[config.mk]
export PLATFORM = sky130hd
export DESIGN_NAME = pixel_serializer
export DESIGN_NICKNAME = d
export VERILOG_FILES = /design/src/rtl/pixel_serializer.sv
export SDC_FILE = /design/constraint.sdc
export NUM_CORES = 1
export LEC_CHECK = 0
export ABC_AREA = 1
export ABC_CLOCK_PERIOD_IN_PS = 2920
export CAP_MARGIN = 20
export CORE_ASPECT_RATIO = 0.7
export CORE_MARGIN = 5
export CORE_UTILIZATION = 42
export DETAILED_ROUTE_END_ITERATION = 12
export GPL_TIMING_DRIVEN = 0
export MAX_ROUTING_LAYER = met4
export PLACE_DENSITY_LB_ADDON = 0.2
export SYNTH_ARGS = -nofsm -noshare
export SYNTH_HDL_FRONTEND = slang
export SYNTH_SLANG_ARGS = --single-unit
[constraint.sdc]
create_clock -name clk -period 2.92 [get_ports clk]
set_input_delay 0.292 -clock clk [delete_from_list [all_inputs] [get_ports clk]]
set_output_delay 0.292 -clock clk [all_outputs]
set_load 0.02 [all_outputs]
[src/rtl/pixel_serializer.sv]
// pixel_serializer
//   Serializes W-bit pixel words onto a single output bit, one bit per en
//   strobe, grouped into frames of N_WORDS words. After every frame (or an
//   aborted frame caused by missing data) the output is held low for
//   LATCH_STROBES strobes so the downstream shift chain can latch.
//
//   State table
//   state   | meaning
//   --------+------------------------------------------------------------
//   S_IDLE  | output low, waiting for a word in the holding register
//   S_SHIFT | shifting a word out, bit_idx bits already presented
//   S_LATCH | output forced low, counting down LATCH_STROBES strobes
//
// Ports
//   clk        in   rising-edge clock
//   rst        in   asynchronous active-high reset
//   en         in   bit-period strobe; FSM/counters advance only when high
//   in_data    in   W-bit word to serialize
//   in_valid   in   in_data valid
//   in_ready   out  holding register empty
//   out        out  serial data bit (registered)
//   out_valid  out  out carries a data bit (registered)
//   word_done  out  pulse at the end of a word's last bit period
//   frame_done out  pulse when the last word of a frame completes
//   underrun   out  pulse when a frame is aborted for lack of data
module pixel_serializer #(
    parameter int W             = 24,
    parameter int N_WORDS       = 64,
    parameter int MSB_FIRST     = 1,
    parameter int LATCH_STROBES = 50
) (
    input  logic         clk,
    input  logic         rst,
    input  logic         en,
    input  logic [W-1:0] in_data,
    input  logic         in_valid,
    output logic         in_ready,
    output logic         out,
    output logic         out_valid,
    output logic         word_done,
    output logic         frame_done,
    output logic         underrun
);

    localparam int BW = $clog2(W + 1);
    localparam int CW = $clog2(N_WORDS + 1);
    localparam int LW = $clog2(LATCH_STROBES + 1);

    localparam logic [1:0] S_IDLE  = 2'd0;
    localparam logic [1:0] S_SHIFT = 2'd1;
    localparam logic [1:0] S_LATCH = 2'd2;

    localparam logic [BW-1:0] BIT_LAST   = BW'(W);
    localparam logic [CW-1:0] WORD_LAST  = CW'(N_WORDS - 1);
    localparam logic [LW-1:0] LATCH_INIT = LW'(LATCH_STROBES);

    logic [1:0]    state_q, state_d;
    logic [W-1:0]  hold_q, hold_d;
    logic          hold_full_q, hold_full_d;
    logic [W-1:0]  shift_q, shift_d;
    logic [BW-1:0] bit_idx_q, bit_idx_d;
    logic [CW-1:0] word_cnt_q, word_cnt_d;
    logic [LW-1:0] latch_cnt_q, latch_cnt_d;
    logic          out_q, out_d;
    logic          out_valid_q, out_valid_d;
    logic          word_done_q, word_done_d;
    logic          frame_done_q, frame_done_d;
    logic          underrun_q, underrun_d;

    // First bit of the holding word and the remainder left in the shifter.
    logic         hold_first;
    logic [W-1:0] hold_rest;
    logic         shift_next;
    logic [W-1:0] shift_rest;

    assign hold_first = (MSB_FIRST != 0) ? hold_q[W-1]  : hold_q[0];
    assign hold_rest  = (MSB_FIRST != 0) ? (hold_q << 1) : (hold_q >> 1);
    assign shift_next = (MSB_FIRST != 0) ? shift_q[W-1] : shift_q[0];
    assign shift_rest = (MSB_FIRST != 0) ? (shift_q << 1) : (shift_q >> 1);

    assign in_ready   = ~hold_full_q;
    assign out        = out_q;
    assign out_valid  = out_valid_q;
    assign word_done  = word_done_q;
    assign frame_done = frame_done_q;
    assign underrun   = underrun_q;

    always_comb begin
        state_d      = state_q;
        hold_d       = hold_q;
        hold_full_d  = hold_full_q;
        shift_d      = shift_q;
        bit_idx_d    = bit_idx_q;
        word_cnt_d   = word_cnt_q;
        latch_cnt_d  = latch_cnt_q;
        out_d        = out_q;
        out_valid_d  = out_valid_q;
        word_done_d  = 1'b0;
        frame_done_d = 1'b0;
        underrun_d   = 1'b0;

        // Accept only into an empty holding register. Transfer below needs
        // hold_full_q=1, so accept and transfer can never share an edge.
        if (in_valid && !hold_full_q) begin
            hold_d      = in_data;
            hold_full_d = 1'b1;
        end

        if (en) begin
            case (state_q)
                S_IDLE: begin
                    out_d       = 1'b0;
                    out_valid_d = 1'b0;
                    if (hold_full_q) begin
                        shift_d     = hold_rest;
                        out_d       = hold_first;
                        out_valid_d = 1'b1;
                        hold_full_d = 1'b0;
                        bit_idx_d   = BW'(1);
                        state_d     = S_SHIFT;
                    end
                end
                S_SHIFT: begin
                    if (bit_idx_q < BIT_LAST) begin
                        out_d     = shift_next;
                        shift_d   = shift_rest;
                        bit_idx_d = bit_idx_q + BW'(1);
                    end else begin
                        word_done_d = 1'b1;
                        if (word_cnt_q == WORD_LAST) begin
                            frame_done_d = 1'b1;
                            word_cnt_d   = '0;
                            bit_idx_d    = '0;
                            out_d        = 1'b0;
                            out_valid_d  = 1'b0;
                            latch_cnt_d  = LATCH_INIT;
                            state_d      = S_LATCH;
                        end else if (hold_full_q) begin
                            // Back-to-back reload: next word's first bit
                            // goes out on the same edge, no gap strobe.
                            word_cnt_d  = word_cnt_q + CW'(1);
                            shift_d     = hold_rest;
                            out_d       = hold_first;
                            hold_full_d = 1'b0;
                            bit_idx_d   = BW'(1);
                        end else begin
                            underrun_d  = 1'b1;
                            word_cnt_d  = '0;
                            bit_idx_d   = '0;
                            out_d       = 1'b0;
                            out_valid_d = 1'b0;
                            latch_cnt_d = LATCH_INIT;
                            state_d     = S_LATCH;
                        end
                    end
                end
                S_LATCH: begin
                    out_d       = 1'b0;
                    out_valid_d = 1'b0;
                    if (latch_cnt_q <= LW'(1)) begin
                        latch_cnt_d = '0;
                        state_d     = S_IDLE;
                    end else begin
                        latch_cnt_d = latch_cnt_q - LW'(1);
                    end
                end
                default: begin
                    out_d       = 1'b0;
                    out_valid_d = 1'b0;
                    state_d     = S_IDLE;
                end
            endcase
        end
    end

    always_ff @(posedge clk or posedge rst) begin
        if (rst) begin
            state_q      <= S_IDLE;
            hold_q       <= '0;
            hold_full_q  <= 1'b0;
            shift_q      <= '0;
            bit_idx_q    <= '0;
            word_cnt_q   <= '0;
            latch_cnt_q  <= '0;
            out_q        <= 1'b0;
            out_valid_q  <= 1'b0;
            word_done_q  <= 1'b0;
            frame_done_q <= 1'b0;
            underrun_q   <= 1'b0;
        end else begin
            state_q      <= state_d;
            hold_q       <= hold_d;
            hold_full_q  <= hold_full_d;
            shift_q      <= shift_d;
            bit_idx_q    <= bit_idx_d;
            word_cnt_q   <= word_cnt_d;
            latch_cnt_q  <= latch_cnt_d;
            out_q        <= out_d;
            out_valid_q  <= out_valid_d;
            word_done_q  <= word_done_d;
            frame_done_q <= frame_done_d;
            underrun_q   <= underrun_d;
        end
    end

endmodule

After elaboration in Yosys (flattened, before gate mapping)
Index checks and enable logic that the tools add are counted.
Widths: inputs -> output; s select.
{"block": "op_classes", "addsub": 3, "magnitude_cmp": 2, "eq_ne": 8, "muxes": 49, "n_bitwise": 2, "reduce_logical": 11}
{"op": "$mux 24", "count": 3}
{"op": "$pmux 24 s2", "count": 1}
{"op": "$mux 1", "count": 26}
{"op": "$mux 6", "count": 4}
{"op": "$mux 7", "count": 2}
{"op": "$pmux 6 s2", "count": 1}
{"op": "$reduce_and 3->1", "count": 4}
{"op": "$mux 2", "count": 5}
{"op": "$mux 5", "count": 2}
{"op": "$pmux 5 s2", "count": 1}
{"op": "$add 7x1->7 const B", "count": 1}
{"op": "$eq 7x6->1 const B", "count": 1}
{"op": "$le 6x1->1 const B", "count": 1}
{"op": "$ne 2x2->1 const B", "count": 3}
{"op": "$ne 3x3->1 const B", "count": 2}
{"op": "$pmux 1 s2", "count": 3}
{"op": "$pmux 2 s3", "count": 1}
{"op": "$sub 6x1->6 const B", "count": 1}
{"op": "$add 5x1->5 const B", "count": 1}
{"op": "$lt 5x5->1 const B", "count": 1}
{"op": "$reduce_and 5->1", "count": 1}
{"op": "$reduce_and 4->1", "count": 1}
{"op": "$reduce_bool 2->1", "count": 2}
{"op": "$eq 2x1->1 const B", "count": 1}
{"op": "other kinds (5)", "count": 6}
{"block": "totals", "regBits": 74}

Depth between registers and ports, before layout
{"block": "logic_depth", "depth_word": 8, "mapped_depth": 10}

Least setup slack after synthesis
OpenSTA, ideal clock, no wires.
{"block": "synth_path", "path_kind": "register to register", "from": "register word_cnt_q[0]", "to": "register shift_q[10]", "setup_time_ns": 0.065, "arrival_time_ns": 1.401, "required_time_ns": 2.855, "slack_ns": 1.455, "path_stages_with_launch": 10, "n_path_buf": 1, "synth_period_minus_slack_ns": 1.465, "path_cell_list": "dfrtp_1 ha_1 nand2_1 nor2_1 nand2_1 inv_1 a21oi_4 buf_2 nand3_1 nand2_1"}
{"block": "synth_via", "elab_chain_len": 3}
{"element": "start, declared", "line": "62", "text": "logic [CW-1:0] word_cnt_q, word_cnt_d;"}
{"element": "start signal, assigned", "line": "196", "text": "word_cnt_q <= word_cnt_d;"}
{"element": "$eq 7x6->1", "line": "130", "text": "if (word_cnt_q == WORD_LAST) begin"}
{"element": "$ne 3x3->1 (no line)"}
{"element": "$reduce_and 3->1 (no line)"}
{"element": "end signal, assigned", "line": "194", "text": "shift_q <= shift_d;"}
{"element": "end, declared", "line": "60", "text": "logic [W-1:0] shift_q, shift_d;"}
Every way passes these cells.
A chain may end at the register's enable or synchronous reset.

Worst setup path after layout
{"block": "layout_path", "from": "register hold_full_q", "to": "output in_ready"}
{"block": "layout_via", "elab_chain_len": 1}
{"element": "start, declared", "line": "59", "text": "logic hold_full_q, hold_full_d;"}
{"element": "start signal, assigned", "line": "193", "text": "hold_full_q <= hold_full_d;"}
{"element": "$not 1->1", "line": "81", "text": "assign in_ready = ~hold_full_q;"}
{"element": "end, declared", "line": "37", "text": "output logic in_ready,"}
Every way passes these cells.

==> out/results.txt <==
The run finished with clean final reports. The yosys synthesis warning count is 0, and the number of antenna cells inserted is 0. For this run, the total global-route usage over all layers was measured as 16.2%.

The number of placed instances, taps included, is 563. Arrival time at the worst endpoint: 1590 ps. TritonCTS created 9 clock buffers. Max-cap violations in this run came to 0. The initial antenna violation count is 0. Cell with the largest stage delay on the worst path: clkdlybuf4s50_1. In this run, post-CTS hold repair placed 0 buffers. The die extent in y works out to 87.6 um. The number of buffer and inverter instances along the worst setup path came out at 2. TritonCTS built the clock tree. Antenna violation net count after detailed routing: 0. Once detailed placement completed, the half-perimeter wirelength came to 5180 um. STA classifies the critical path endpoint as an output pin. Highest cell delay on the worst timing path: 630 ps. During I/O placement, the number of pins put on the boundary was 34. The critical path's top delay family was buffers and inverters.

Of the cells placed in the final design, the portion with a size suffix greater than 1 is 14.6%. The H-tree generated during clock tree synthesis spans 3 levels. After global routing the overflow that remains totals 0. Type of the setup path with the least slack: flop to output pin. The minimum clock period after layout was 1880 ps. The tools report the via total after detailed routing as 2866.

Setup slack on the worst reg-to-reg path comes out at 1180 ps. The tools report the full die area as 0.0106 mm2. In the routed design, unresolved DRC markers number 0.

Fill cells in the final layout number 796. Highest attainable clock frequency: 531 MHz. The number of port buffers is 32, and the required time reported for the critical path endpoint is 2630 ps. In this run the deepest clock path goes through 2 buffers.

The number of cells produced by synthesis is 425, and the total power is 4.18 mW. IR analysis of the VDD net gives a maximum drop of 0.417 mV. The number of global-route vias before repair is 2813, and the post-synthesis register bit count is 74. The largest fanout of any net on the critical path works out to 6. For this design the static power due to leakage is 2.27 nW. The length of the first detailed-routing pass in iterations is 5. The finished layout holds 579 standard cells, fillers aside. The library cell used most frequently in the layout, excluding fill and tap cells, is nand2_1.

The root buffer selected by CTS is clkbuf_16. The synthesized area is 0.00361 mm2. The first global-routing pass estimated 13100 um of wire. At the end of routability-driven placement, the weighted congestion stood at 0.867. Clock skew on the completed layout was measured at 5.89 ps. Entering global routing, the biggest net connects 40 pins. Average wire per standard cell: 12.8 um. Post-CTS repair changed the size of 0 cells. Sequential elements use 51.2% of the synthesized area. The number of DRC violations after detailed-routing iteration 0 was 160. Traced cell by cell, the critical path runs through inv_2 -> clkdlybuf4s50_1. The final setup violation count was 0.

The site row count was 28. The core area is 0.00841 mm2. The logs give 7410 um for the total length of routed wires and 340 ps for the insertion delay to the later sink of the worst-skew pair.

The count of pins over their slew limit is 0. The logs give 68.5% for the relative max-transition margin and 0 for the post-CTS setup repair buffer count. The area growth from synthesis to layout is 22.9%. The final hold violation count came out at 0. The die outline width was 121 um; the net total in the final layout was 501.

The initial utilization of the core area, before any placement, comes to 43.0%. Averaged over all synthesized cells, the footprint is 8.50 um2. For the finished layout cell area, the log shows 0.00444 mm2. The clock edge transition at the registers on the reported setup and hold paths works out to 60 ps.

The worst setup path is launched from a flop. The run gives 32 as the distinct cell type count after synthesis. The path class of the tightest hold or removal check is primary input to flop.

Setup repair after global routing left no endpoint under its margin. After layout, the worst path uses 64.5% of the clock period. The power per cell area was 941 mW/mm2. The detail-routed via count per cell was 4.95; the cell area after placement was 0.00409 mm2. The tools report the sink count of the clock tree as 74. Leaving out fill and tap cells, the most frequent cells in the layout are 160 x nand2_1, 74 x dfrtp_1, 32 x clkdlybuf4s50_1. Counting every net in the synthesized netlist gives 457.

At the pin with the least slew margin, the transition time is 472 ps.
-- synth_stat cells --
cell type,number,area [um2]
nand3b_1,1,7.51
mux2_2,21,236
nand3b_4,1,20.0
nand3_2,1,10.0
nand2_2,3,18.8
o211ai_1,1,7.51
buf_4,4,30.0
a21oi_2,1,8.76
o21ai_0,22,110
buf_2,6,30.0
nor2_2,1,6.26
nor2_4,2,22.5
and2_1,1,6.26
dfrtp_1,74,1850
and3_1,2,12.5
clkbuf_1,1,3.75
buf_6,4,45.0
xor2_1,1,8.76
inv_1,31,116
nand2_1,160,601
o21ai_1,1,5.00
a31oi_1,1,6.26
nand3_1,31,155
nor3_1,4,20.0
inv_2,5,18.8
ha_1,4,50.1
nor2_1,22,82.6
nand4_1,6,37.5
nand2_4,1,11.3
a21o_1,1,7.51
a21oi_4,1,16.3
a21oi_1,10,50.1
-- kinds of logic (layout without fill, tap and decap cells) --
logic type               count (synthesis)  in the layout  synth area share [%]
XOR/XNOR                                 1              1                 0.242
AO/OA/AOI/OAI                           38             38                  5.85
AND/OR/NAND/NOR                        236            236                  28.0
multiplexers                            21             21                  6.54
flip-flops                              74             74                  51.2
adder cells (fa/ha/maj)                  4              4                  1.39
buffers and inverters                   51            100                  6.75
-- registers in the layout (all words and copies together), names as in the netlist, 2 cells and up --
signal	count
bit_idx_q	5
hold_q	24
latch_cnt_q	6
shift_q	24
state_q	2
word_cnt_q	7
-- stage by stage --
| step | hold WS [ps] | TNS [ps] | setup slack (ps) | utilization [%] |
|---|---|---|---|---|
| finish | 224 | 0 | 1040 | 52.8 |
| global route | 228 | 0 | 973 | 52.8 |
| CTS | 211 | 0 | 1020 | 52.8 |
| detailed placement | 462 | 0 | 1130 | 48.6 |
| global placement | 461 | -40790 | -554 | 48.3 |
| floorplan | 428 | 0 | 746 | - |
-- path summary, 6_finish.rpt --
kind | depth (start not counted) | start | end
min in group asynchronous | 2 | rst | hold_q[22]
worst max register to register | 9 | word_cnt_q[0] | shift_q[19]
worst min-delay path | 3 | en | out
max in group asynchronous | 3 | rst | latch_cnt_q[2]
worst min register to register | 1 | word_cnt_q[6] | frame_done
worst max-delay path | 2 | hold_full_q | in_ready
-- report_power, final --
| group | switching, mW | internal [mW] | total [mW] |
|---|---|---|---|
| registers | 0.197 | 1.38 | 1.58 |
| logic | 0.732 | 0.566 | 1.30 |
| clock network | 0.420 | 0.878 | 1.30 |
| total | 1.35 | 2.83 | 4.18 |
-- layout make-up --
type,instances,area [um2],share of cell area (%)
clock buffers,11,253,5.69
multi-input cells,300,1520,34.2
repair buffers,33,340,7.66
plain buffers,15,109,2.45
flip-flops and latches,74,1850,41.7
well taps,105,131,2.96
clock inverters,5,100,2.25
inverters,36,138,3.10
-- routing by layer --
metal,vias to the layer above,share of wire [%],track usage [%]
li1,1448,-,-
met1,1354,50,20.8
met2,58,44,24.4
met3,6,5.0,5.75
met4,0,0.80,4.42
met5,-,0,-
-- worst min-delay path, stage by stage --
cell,delay (ps)
buf_4,130
nand2_1,60
nand2_1,50
No activity file was read; power rests on OpenSTA's default activity.
